<file path="src/rtl/cordic_controller_if.sv">
// Controller-to-CORDIC-core bus: load/step strobes and operands out, core state and overflow back.
// The master side is the controller, the slave side is the iterative core.
interface cordic_controller_if #(
  parameter int p_WIDTH = 32
);
  logic               o_core_load;
  logic [p_WIDTH-1:0] o_core_x;
  logic [p_WIDTH-1:0] o_core_y;
  logic [p_WIDTH-1:0] o_core_z;
  logic               o_core_system;
  logic               o_core_mode;
  logic               o_core_en;
  logic [4:0]         o_core_iter;
  logic [p_WIDTH-1:0] i_core_x;
  logic [p_WIDTH-1:0] i_core_y;
  logic [p_WIDTH-1:0] i_core_z;
  logic               i_core_overflow;

  modport master (
    output o_core_load, o_core_x, o_core_y, o_core_z,
    output o_core_system, o_core_mode, o_core_en, o_core_iter,
    input  i_core_x, i_core_y, i_core_z, i_core_overflow
  );

  modport slave (
    input  o_core_load, o_core_x, o_core_y, o_core_z,
    input  o_core_system, o_core_mode, o_core_en, o_core_iter,
    output i_core_x, i_core_y, i_core_z, i_core_overflow
  );
endinterface

</file>
<file path="src/rtl/cordic_controller.sv">
// Sequencer for an iterative CORDIC core: latches operands, loads the core, issues
// p_ITERATIONS step strobes with the per-step shift index, and captures the results.
module cordic_controller #(
  parameter int p_WIDTH      = 32,
  parameter int p_ITERATIONS = 15
) (
  input  logic               clk,
  input  logic               rst_n,
  input  logic               i_start,
  input  logic               i_system,
  input  logic               i_mode,
  input  logic [p_WIDTH-1:0] i_x_init,
  input  logic [p_WIDTH-1:0] i_y_init,
  input  logic [p_WIDTH-1:0] i_z_init,
  output logic               o_busy,
  output logic               o_done,
  output logic               o_overflow,
  output logic [p_WIDTH-1:0] o_x_res,
  output logic [p_WIDTH-1:0] o_y_res,
  output logic [p_WIDTH-1:0] o_z_res,
  cordic_controller_if.master core
);

  typedef enum logic [1:0] {S_IDLE, S_LOAD, S_ITER, S_DONE} state_t;

  localparam logic [4:0] c_LAST = 5'(p_ITERATIONS - 1);

  state_t             r_state, w_state_next;
  logic [4:0]         r_count, w_count_next;
  logic               r_busy, r_done, r_overflow, r_load, r_en;
  logic [4:0]         r_iter;
  logic               r_system, r_mode;
  logic [p_WIDTH-1:0] r_x, r_y, r_z;
  logic [p_WIDTH-1:0] r_x_res, r_y_res, r_z_res;
  logic               w_busy, w_done, w_load, w_en;
  logic [4:0]         w_iter;
  logic               w_accept;

  assign w_accept = (r_state == S_IDLE) && i_start;

  always_ff @(posedge clk or negedge rst_n) begin
    if (!rst_n) begin
      r_state <= S_IDLE;
      r_count <= '0;
    end else begin
      r_state <= w_state_next;
      r_count <= w_count_next;
    end
  end

  always_comb begin
    w_state_next = r_state;
    w_count_next = r_count;
    case (r_state)
      S_IDLE: if (i_start) w_state_next = S_LOAD;
      S_LOAD: begin
        w_state_next = S_ITER;
        w_count_next = '0;
      end
      S_ITER: begin
        if (core.i_core_overflow || (r_count == c_LAST)) w_state_next = S_DONE;
        else                                             w_count_next = r_count + 5'd1;
      end
      S_DONE:  w_state_next = S_IDLE;
      default: w_state_next = S_IDLE;
    endcase
  end

  // Outputs are decoded from the next state and registered, so nothing leaves the block combinationally.
  // Hyperbolic steps start at shift 1 and repeat shifts 4 and 13 for convergence.
  always_comb begin
    w_busy = (w_state_next == S_LOAD) || (w_state_next == S_ITER);
    w_load = (w_state_next == S_LOAD);
    w_en   = (w_state_next == S_ITER);
    w_done = (w_state_next == S_DONE);
    w_iter = '0;
    if (w_state_next == S_ITER) begin
      if (r_system) w_iter = w_count_next;
      else          w_iter = w_count_next + 5'd1
                             - {4'd0, (w_count_next >= 5'd4)}
                             - {4'd0, (w_count_next >= 5'd14)};
    end
  end

  always_ff @(posedge clk or negedge rst_n) begin
    if (!rst_n) begin
      r_busy     <= 1'b0;
      r_done     <= 1'b0;
      r_load     <= 1'b0;
      r_en       <= 1'b0;
      r_iter     <= '0;
      r_overflow <= 1'b0;
      r_system   <= 1'b0;
      r_mode     <= 1'b0;
      r_x        <= '0;
      r_y        <= '0;
      r_z        <= '0;
      r_x_res    <= '0;
      r_y_res    <= '0;
      r_z_res    <= '0;
    end else begin
      r_busy <= w_busy;
      r_done <= w_done;
      r_load <= w_load;
      r_en   <= w_en;
      r_iter <= w_iter;
      if (w_accept) begin
        r_system   <= i_system;
        r_mode     <= i_mode;
        r_x        <= i_x_init;
        r_y        <= i_y_init;
        r_z        <= i_z_init;
        r_overflow <= 1'b0;
      end else if ((r_state == S_ITER) && core.i_core_overflow) begin
        r_overflow <= 1'b1;
      end
      if (r_state == S_DONE) begin
        r_x_res <= core.i_core_x;
        r_y_res <= core.i_core_y;
        r_z_res <= core.i_core_z;
      end
    end
  end

  assign o_busy             = r_busy;
  assign o_done             = r_done;
  assign o_overflow         = r_overflow;
  assign o_x_res            = r_x_res;
  assign o_y_res            = r_y_res;
  assign o_z_res            = r_z_res;
  assign core.o_core_load   = r_load;
  assign core.o_core_en     = r_en;
  assign core.o_core_iter   = r_iter;
  assign core.o_core_system = r_system;
  assign core.o_core_mode   = r_mode;
  assign core.o_core_x      = r_x;
  assign core.o_core_y      = r_y;
  assign core.o_core_z      = r_z;

endmodule

</file>
<file path="src/flat_wrapper.sv">
// flat-port wrapper written by rule: the top's interface ports become plain ports
module cordic_controller_flat 
#(
  parameter int p_WIDTH      = 32,
  parameter int p_ITERATIONS = 15
)
  (clk, rst_n, i_start, i_system, i_mode, i_x_init, i_y_init, i_z_init, o_busy, o_done, o_overflow, o_x_res, o_y_res, o_z_res, core_o_core_load, core_o_core_x, core_o_core_y, core_o_core_z, core_o_core_system, core_o_core_mode, core_o_core_en, core_o_core_iter, core_i_core_x, core_i_core_y, core_i_core_z, core_i_core_overflow);
  cordic_controller_if #(.p_WIDTH(p_WIDTH)) core_i ();
  input  logic clk;
  input  logic rst_n;
  input  logic i_start;
  input  logic i_system;
  input  logic i_mode;
  input  logic [p_WIDTH-1:0] i_x_init;
  input  logic [p_WIDTH-1:0] i_y_init;
  input  logic [p_WIDTH-1:0] i_z_init;
  output logic o_busy;
  output logic o_done;
  output logic o_overflow;
  output logic [p_WIDTH-1:0] o_x_res;
  output logic [p_WIDTH-1:0] o_y_res;
  output logic [p_WIDTH-1:0] o_z_res;
  output wire logic [$bits(core_i.o_core_load)-1:0] core_o_core_load;
  output wire logic [$bits(core_i.o_core_x)-1:0] core_o_core_x;
  output wire logic [$bits(core_i.o_core_y)-1:0] core_o_core_y;
  output wire logic [$bits(core_i.o_core_z)-1:0] core_o_core_z;
  output wire logic [$bits(core_i.o_core_system)-1:0] core_o_core_system;
  output wire logic [$bits(core_i.o_core_mode)-1:0] core_o_core_mode;
  output wire logic [$bits(core_i.o_core_en)-1:0] core_o_core_en;
  output wire logic [$bits(core_i.o_core_iter)-1:0] core_o_core_iter;
  input wire logic [$bits(core_i.i_core_x)-1:0] core_i_core_x;
  input wire logic [$bits(core_i.i_core_y)-1:0] core_i_core_y;
  input wire logic [$bits(core_i.i_core_z)-1:0] core_i_core_z;
  input wire logic [$bits(core_i.i_core_overflow)-1:0] core_i_core_overflow;
  assign core_o_core_load = core_i.o_core_load;
  assign core_o_core_x = core_i.o_core_x;
  assign core_o_core_y = core_i.o_core_y;
  assign core_o_core_z = core_i.o_core_z;
  assign core_o_core_system = core_i.o_core_system;
  assign core_o_core_mode = core_i.o_core_mode;
  assign core_o_core_en = core_i.o_core_en;
  assign core_o_core_iter = core_i.o_core_iter;
  assign core_i.i_core_x = core_i_core_x;
  assign core_i.i_core_y = core_i_core_y;
  assign core_i.i_core_z = core_i_core_z;
  assign core_i.i_core_overflow = core_i_core_overflow;
  cordic_controller #(.p_WIDTH(p_WIDTH), .p_ITERATIONS(p_ITERATIONS)) u_core (.clk(clk), .rst_n(rst_n), .i_start(i_start), .i_system(i_system), .i_mode(i_mode), .i_x_init(i_x_init), .i_y_init(i_y_init), .i_z_init(i_z_init), .o_busy(o_busy), .o_done(o_done), .o_overflow(o_overflow), .o_x_res(o_x_res), .o_y_res(o_y_res), .o_z_res(o_z_res), .core(core_i));
endmodule
</file>
<file path="config.mk">
export PLATFORM = sky130hd
export DESIGN_NAME = cordic_controller_flat
export DESIGN_NICKNAME = d
export VERILOG_FILES = /design/src/rtl/cordic_controller_if.sv /design/src/rtl/cordic_controller.sv /design/src/flat_wrapper.sv
export SDC_FILE = /design/constraint.sdc
export NUM_CORES = 1
export LEC_CHECK = 0
export ABC_AREA = 1
export CORE_ASPECT_RATIO = 1.2
export CORE_MARGIN = 5
export CORE_UTILIZATION = 35
export DETAILED_ROUTE_END_ITERATION = 12
export PLACE_DENSITY = 0.83
export SYNTH_ARGS = -nofsm -noshare
export SYNTH_HDL_FRONTEND = slang
export SYNTH_SLANG_ARGS = --single-unit
</file>
<file path="constraint.sdc">
create_clock -name clk -period 7.7 [get_ports clk]
set_input_delay 1.155 -clock clk [delete_from_list [all_inputs] [get_ports clk]]
set_output_delay 1.155 -clock clk [all_outputs]
set_load 0.02 [all_outputs]
</file>
==> flow_summary.yaml, run 1 <==
cts:
  clockBufferDepth: 3
  cts_inserted_buffers: 23
  ctsHoldBuffers: 0
  insertion_delay_ps: 500
  cts.sinks: 211
  cts_resized: 0
  root_buffer: "clkbuf_16"
  cts_tree: "yes"
  h-tree-depth: 1
  post-cts-setup-buffer-count: 0
  cts.clk_slew.worst_paths_ps: 60
outcome:
  status: "finished, final reports clean"
worst_setup_path:
  max_stage_delay_ps: 500
  reg2reg_slack_ps: 4180
  critPathLaunchType: "primary input"
  path_cells: "clkdlybuf4s50_1 > inv_1 > nand2_4 > nand2_1 > nand3_1 > nand2_1 > nand2_2 > inv_1 > ha_1 > nand3_1 > nand3_2 > ha_1 > ha_1 > inv_1 > ha_1 > inv_1 > fa_1 > xnor2_1 > o21ai_0 > inv_1 > nand2_1 > inv_1"
  path_buf_inv: 7
  path_class: "in2reg"
  critical_path_peak_fanout: 5
  timing.critical_path.mode_cell: "inv_1"
  cp.arrival_ps: 4200
  crit_family: "adder cells"
  end_kind: "flip-flop"
  critical-path-slowest-cell: "clkdlybuf4s50_1"
  worst_ep_required_time_ps: 8090
pwr:
  powerDensity_mw_per_mm2: 466
  total_power_mw: 6.23
  p_leak_nw: 5.69
  ir_drop_v: 0.000279
sta:
  rsz0062_at_grt: "no"
  worstMarginPinSlew_ps: 913
  timing.fmax_ghz: 0.263
  final_hold_viol_count: 0
  drv_slew: 0
  timing.setup.tns_ps: 0
  relSlewSlack: 0.391
  layout_worst_path_cycle_share: 0.494
  min_period_ps: 3800
  clock_skew_ps: 7.06
  setup_viol: 0
layout:
  fin_cells: 1281
  nets: 1168
  utilization: 0.574
  multi_input_area_mm2: 0.00281
  ff_latch_area_mm2: 0.00528
  syn2layout_area_growth_pct: 60.4
  drive_gt1_frac: 0.261
  antennaDiodeCount: 0
  fillCellCount: 1856
detailed_routing:
  route.vias.total: 5832
  drt_first_pass_iters: 4
  drtIter0Drc: 130
  drc: 0
  routed_wl_um: 24800
  via_per_inst: 4.55
  wl_per_cell_um: 19.4
  ant_nets: 0
synthesis:
  ys_seq_area_frac: 0.634
  synth_cells: 543
  yosysWarnings: 0
  yosys-top-cells-area: "dfrtp_1 63%, mux2_2 26%, ha_1 2.7%"
  synth_cell_types: 22
  yosysMostFrequentCell: "dfrtp_1"
  syn_nets: 760
  async_flop_share: 1.00
  yosysTopAreaCellShare: 0.634
  synth_edf_count: 0
  yosysTopAreaCell: "dfrtp_1"
  synth_common_cells: "211 x dfrtp_1, 193 x mux2_2, 26 x inv_1"
  synth.avg_cell_area_um2: 15.3
  ys_seq_elements: 211
  synth_ff_type: "dfrtp_1"
  netlist_area_mm2: 0.00833
floorplanning:
  io_pins: 402
  rows: 61
  start_util: 0.358
  die_h_um: 179
  core_mm2: 0.0233
  die-area_mm2: 0.0270
  dieWidth_um: 151
grt:
  antenna_found_initial: 1
  grt_pass1_wl_um: 36900
  grt-ovfl-total: 0
  grt_pass1_vias: 6495
  grt_use_total: 0.177
  grt_max_degree: 74
place:
  place_inst: 1241
  hpwl_um: 18900
  portBuffers: 401
  gp_congestion: 0.857
hold_path:
  min_path_type: "reg2reg"
flow_run:
  drv_cap: 0
[layout by cell type (no fill, tap or decap), drive strengths merged]
master	netlist	final
nand2	30	30
inv	30	31
xnor2	2	2
buf	22	4
mux2	193	193
nor2	4	4
ha	18	18
clkbuf	0	32
nand3	15	15
fa	1	1
nand4	3	3
clkdlybuf4s50	0	400
dfrtp	211	211
a21oi	6	6
clkinv	0	5
clkinvlp	0	2
o21ai	8	8
bufinv	0	1
[registers in the layout, indices dropped and copies added (netlist names), 2 cells and up]
| signal | count |
|---|---|
| u_core.core.o_core_y | 32 |
| u_core.o_z_res | 32 |
| u_core.r_count | 5 |
| u_core.o_y_res | 32 |
| u_core.o_x_res | 32 |
| u_core.core.o_core_z | 32 |
| u_core.r_state | 2 |
| u_core.core.o_core_iter | 5 |
| u_core.core.o_core_x | 32 |
[report_power, final]
| group | internal (mW) | leakage (nW) | total, mW | switching, mW |
|---|---|---|---|---|
| clock network | 0.605 | 0.345 | 1.03 | 0.430 |
| registers | 1.68 | 2.50 | 1.98 | 0.299 |
| logic | 1.66 | 2.84 | 3.22 | 1.55 |
| total | 3.94 | 5.69 | 6.23 | 2.28 |
[area by class of cell]
class	instances	share of cell area
inverter	30	0.00843
timing repair buffer	405	0.303
tap	315	0.0295
multi-input combinational	280	0.211
clock inverter	9	0.00609
sequential	211	0.395
clock buffer	31	0.0469
[cell families after synthesis]
kind of cell / synth area share
compound gates: 0.00932
xor+xnor: 0.00210
fa+ha+maj: 0.0295
buf+inv: 0.0305
flops: 0.634
mux: 0.261
simple gates: 0.0334
[worst paths after layout]
path,cells after the start,to,start
worst max-delay path,22,u_core.core.o_core_iter[3],core_i_core_overflow
worst min-delay path,1,u_core.core.o_core_x[4],u_core.core.o_core_x[4]
worst max register to register,20,u_core.core.o_core_iter[3],u_core.r_state[0]
worst min register to register,1,u_core.core.o_core_x[4],u_core.core.o_core_x[4]
max in group asynchronous,2,u_core.core.o_core_z[6],rst_n
min in group asynchronous,1,u_core.core.o_core_x[12],rst_n
[metrics by stage]
step	hold slack, ps	cell area, um2	setup WS, ps
after floorplan	604	8330	4140
after global placement	485	12600	3490
after detailed placement	492	12600	3410
after CTS	506	13400	3930
after global routing	517	13400	3660
final	504	13400	3900
[layer usage]
metal  GRT usage  vias up  wire length (um)
met2       0.303      277             12300
met3      0.0741       38              2860
met4      0.0476        2               542
met1       0.203     2833              9080
met5           0        -                13
li1            -     2682                 -
Note: power is estimated with default switching activity, not from simulation.
==> run 2: changes to the inputs <==
==> constraint.sdc (replaced) <==
create_clock -name clk -period 3.76 [get_ports clk]
set_input_delay 0.564 -clock clk [delete_from_list [all_inputs] [get_ports clk]]
set_output_delay 0.564 -clock clk [all_outputs]
set_load 0.02 [all_outputs]
==> flow_summary.yaml, run 2 (same netlist as run 1, synthesis figures left out) <==
cts:
  cts.clk_slew.worst_paths_ps: 60
  root_buffer: "clkbuf_16"
  cts.sinks: 211
  post-cts-setup-buffer-count: 0
  clockBufferDepth: 3
  h-tree-depth: 1
  cts_tree: "yes"
  insertion_delay_ps: 510
  cts_inserted_buffers: 23
floorplanning:
  io_pins: 402
  die_h_um: 179
  start_util: 0.358
  core_mm2: 0.0233
  rows: 61
  dieWidth_um: 151
  die-area_mm2: 0.0270
grt:
  grt_use_total: 0.181
  grt_max_degree: 101
  grt-ovfl-total: 0
  grt_pass1_vias: 6634
  antenna_found_initial: 2
  grt_pass1_wl_um: 37700
layout:
  design_area_mm2: 0.0135
  fillCellCount: 1837
  nets: 1172
  drive_gt1_frac: 0.269
  antennaDiodeCount: 0
  syn2layout_area_growth_pct: 62.3
  final_cell_mix: "400 x clkdlybuf4s50_1, 211 x dfrtp_1, 193 x mux2_2, 26 x inv_1, 23 x clkbuf_16"
  utilization: 0.580
  fin_cells: 1286
  ff_latch_area_mm2: 0.00528
  final_common_cell: "clkdlybuf4s50_1"
  multi_input_area_mm2: 0.00281
place:
  place_inst: 1245
  place_area_mm2: 0.0127
  gp_congestion: 0.800
  pre_cts_slack_ps: 102
  portBuffers: 401
  hpwl_um: 19000
detailed_routing:
  route.vias.total: 5884
  wl_per_cell_um: 19.9
  drt_first_pass_iters: 4
  drc: 0
  via_per_inst: 4.58
  drtIter0Drc: 94
  ant_nets: 0
  routed_wl_um: 25600
sta:
  rsz0062_at_grt: "no"
  clock_skew_ps: 7.78
  worstMarginPinSlew_ps: 852
  timing.fmax_ghz: 0.297
  timing.setup.tns_ps: 0
  hold_slack_ps: 126
  min_period_ps: 3370
  relSlewSlack: 0.432
  setup_viol: 0
  final_hold_viol_count: 0
  timing.final.ws_setup_ps: 391
  drv_slew: 0
  layout_worst_path_cycle_share: 0.896
pwr:
  ir_drop_v: 0.000583
  p_leak_nw: 5.76
  total_power_mw: 13.0
  powerDensity_mw_per_mm2: 965
worst_setup_path:
  cp.arrival_ps: 3760
  path_class: "reg2reg"
  end_kind: "flip-flop"
  worst_ep_required_time_ps: 4150
  r2r_cells: 19
  critical_path_peak_fanout: 10
  critPathLaunchType: "flip-flop"
flow_run:
  drv_cap: 0
outcome:
  status: "finished, final reports clean"
hold_path:
  min_path_type: "in2async"
==> run 2: critical path, cell delays in order, from the launching register on <==
cell,delay [ps]
dfrtp_1,430
inv_1,110
ha_2,450
inv_1,130
nand2_1,100
nand2_1,110
ha_1,210
nand4_1,110
nand3_2,70
ha_1,190
ha_1,270
inv_1,70
ha_1,160
inv_1,60
fa_1,370
xnor2_1,130
o21ai_0,140
inv_1,50
nand2_1,60
inv_1,40
==> run 2: final timing paths <==
| kind | slack [ps] | end | from |
|---|---|---|---|
| max | 390 | u_core.core.o_core_iter[3] | u_core.r_state[0] |
| min | 130 | u_core.o_z_res[28] | rst_n |
| max reg2reg | 390 | u_core.core.o_core_iter[3] | u_core.r_state[0] |
| min reg2reg | 500 | u_core.o_x_res[28] | u_core.o_x_res[28] |
| max in group asynchronous | 2740 | u_core.core.o_core_z[31] | rst_n |
| min in group clk | 500 | u_core.o_x_res[28] | u_core.o_x_res[28] |
==> run 2: repair_timing <==
| action | 4_1_cts | 5_1_grt |
|---|---|---|
| setup endpoints to repair | 0 | 1 |
| resized for setup | 0 | 1 |
| hold buffers | 0 | 0 |
==> run 2: cell type report <==
| cell class | instances | share of cell area |
|---|---|---|
| flip-flops and latches | 211 | 0.391 |
| inverters | 30 | 0.00833 |
| clock buffers | 31 | 0.0485 |
| well taps | 315 | 0.0292 |
| multi-input cells | 280 | 0.208 |
| repair buffers | 409 | 0.306 |
| clock inverters | 10 | 0.00852 |
==> run 2: where the power goes <==
part / internal [mW] / total [mW] / switching (mW)
Clock: 1.36 / 2.30 / 0.939
Combinational: 3.47 / 6.68 / 3.21
Sequential: 3.43 / 4.06 / 0.628
==> run 2: layer usage <==
layer,global-route usage,vias to the layer above,part of all wire
met2,0.322,271,0.51
met5,0,-,0.00082
met1,0.189,2878,0.34
met4,0.0506,4,0.024
met3,0.0865,42,0.13
li1,-,2689,-
==> run 3: changes to the inputs <==
--- a/config.mk
+++ b/config.mk
@@ -10,7 +10,8 @@
 export CORE_MARGIN = 5
 export CORE_UTILIZATION = 35
 export DETAILED_ROUTE_END_ITERATION = 12
-export PLACE_DENSITY = 0.83
+export PLACE_DENSITY = 0.85
+export SKIP_LAST_GASP = 1
 export SYNTH_ARGS = -nofsm -noshare
 export SYNTH_HDL_FRONTEND = slang
 export SYNTH_SLANG_ARGS = --single-unit
==> constraint.sdc (replaced) <==
create_clock -name clk -period 2.7 [get_ports clk]
set_input_delay 0.405 -clock clk [delete_from_list [all_inputs] [get_ports clk]]
set_output_delay 0.405 -clock clk [all_outputs]
set_load 0.02 [all_outputs]
==> flow_summary.yaml, run 3 (same netlist as run 1, synthesis figures left out) <==
grt:
  grt_pass1_wl_um: 37900
  grt_pass1_vias: 6821
  grt-ovfl-total: 0
  grt_use_total: 0.179
  grt_max_degree: 97
  antenna_found_initial: 0
hold_path:
  hold_path_depth: 3
  hp-start: "i_system"
  min_path_type: "in2reg"
  whs_endpoint: "u_core.core.o_core_system"
worst_setup_path:
  r2r_cells: 25
  critical_path_peak_fanout: 5
  worst_ep_required_time_ps: 3090
  r2r_start: "u_core.r_count[0]"
  critical-path-slowest-cell: "dfrtp_1"
  cp.arrival_ps: 3390
  max_stage_delay_ps: 400
  r2r_end: "u_core.core.o_core_iter[3]"
  path_class: "reg2reg"
  end_kind: "flip-flop"
  reg2reg_slack_ps: -310
  crit_family: "adder cells"
  path_buf_inv: 8
  critPathLaunchType: "flip-flop"
floorplanning:
  die_h_um: 179
  core_mm2: 0.0233
  io_pins: 402
  rows: 61
  dieWidth_um: 151
  start_util: 0.358
  die-area_mm2: 0.0270
sta:
  drv_slew: 0
  timing.final.ws_setup_ps: -308
  worstMarginPinSlew_ps: 721
  rsz0062_at_grt: "yes"
  final_hold_viol_count: 0
  timing.fmax_ghz: 0.332
  layout_worst_path_cycle_share: 1.11
  setup_viol: 3
  min_period_ps: 3010
  relSlewSlack: 0.519
  clock_skew_ps: 6.44
detailed_routing:
  via_per_inst: 4.63
  drtIter0Drc: 133
  wl_per_cell_um: 19.5
  drt_first_pass_iters: 4
  ant_nets: 0
  route.vias.total: 6117
  routed_wl_um: 25800
  drc: 0
layout:
  final_common_cell: "clkdlybuf4s50_1"
  nets: 1210
  final_cell_mix: "400 x clkdlybuf4s50_1, 211 x dfrtp_1, 193 x mux2_2, 40 x buf_4, 23 x clkbuf_16"
  antennaDiodeCount: 0
  drive_gt1_frac: 0.327
  syn2layout_area_growth_pct: 68.3
  design_area_mm2: 0.0140
place:
  place_area_mm2: 0.0130
  pre_cts_slack_ps: -613
  hpwl_um: 19200
  portBuffers: 401
  gp_congestion: 0.814
outcome:
  status: "finished with violations"
  violations: "negative setup slack"
cts:
  cts.sinks: 211
  root_buffer: "clkbuf_16"
  insertion_delay_ps: 490
  cts.clk_slew.worst_paths_ps: 60
  h-tree-depth: 1
  cts_inserted_buffers: 22
  cts_tree: "yes"
  clockBufferDepth: 3
pwr:
  powerDensity_mw_per_mm2: 1350
  total_power_mw: 18.9
  p_leak_nw: 5.95
  ir_drop_v: 0.00106
flow_run:
  drv_cap: 0
[run 3: cell count changes in the layout (fill, tap and decap cells not counted), sizes merged]
cell,before,now
bufinv,2,4
clkinvlp,3,1
dlygate4sd3,0,1
buf,8,46
clkinv,4,5
clkbuf,32,29
inv,31,30
[run 3: worst register-to-register path, delay by kind of cell, from the launching register on]
kind / cells / cell delay [ps]
fa+ha+maj: 6 / 1100
simple gates: 9 / 750
buf+inv: 8 / 430
flops: 1 / 400
xor+xnor: 1 / 130
compound gates: 1 / 120
[run 3: metal layers]
metal | track usage | up-vias | wire (um)
met5 | 0 | - | 0
met2 | 0.338 | 277 | 13800
met3 | 0.0630 | 57 | 2680
li1 | - | 2756 | -
met1 | 0.185 | 3027 | 8530
met4 | 0.0518 | 0 | 750
[run 3: worst max path at each step]
stage	from	to	slack, ps	cells after the start
floorplan	u_core.r_count[0]	u_core.core.o_core_iter[3]	-270	25
global placement	core_i_core_overflow	u_core.core.o_core_iter[3]	-540	22
detailed placement	core_i_core_overflow	u_core.core.o_core_iter[3]	-610	22
CTS	u_core.r_count[0]	u_core.core.o_core_iter[3]	-290	23
global route	u_core.r_count[1]	u_core.core.o_core_iter[3]	-440	24
finish	u_core.r_count[0]	u_core.core.o_core_iter[3]	-310	25
[run 3: report_power, final]
group,internal (mW),switching (mW)
sequential,4.78,0.853
combinational,5.25,4.81
clock,2.03,1.21
total,12.1,6.88
[run 3: cell type report]
class	count	area [um2]
multi-input combinational	280	3000
inverter	30	115
tap	315	394
timing repair buffer	448	4440
fill	1758	9270
sequential	211	5280
clock buffer	28	634
clock inverter	10	153
[run 3: stage by stage]
step	setup TNS [ps]	hold WS [ps]	instances	utilization
2_1_floorplan	-484	109	543	-
3_3_place_gp	-1300	486	1273	0.560
3_5_place_dp	-1650	484	1273	0.560
4_1_cts	-597	468	1319	0.598
5_1_grt	-1330	500	1322	0.602
6_report	-814	490	1322	0.602
[run 3: repair_timing]
item                                   4_1_cts  5_1_grt
endpoints found under the hold margin       38        0
setup endpoints to repair                    4        4
buffers inserted                             7        3
hold buffers                                 1        0
pin swaps                                   14        6
resized for setup                           10       16
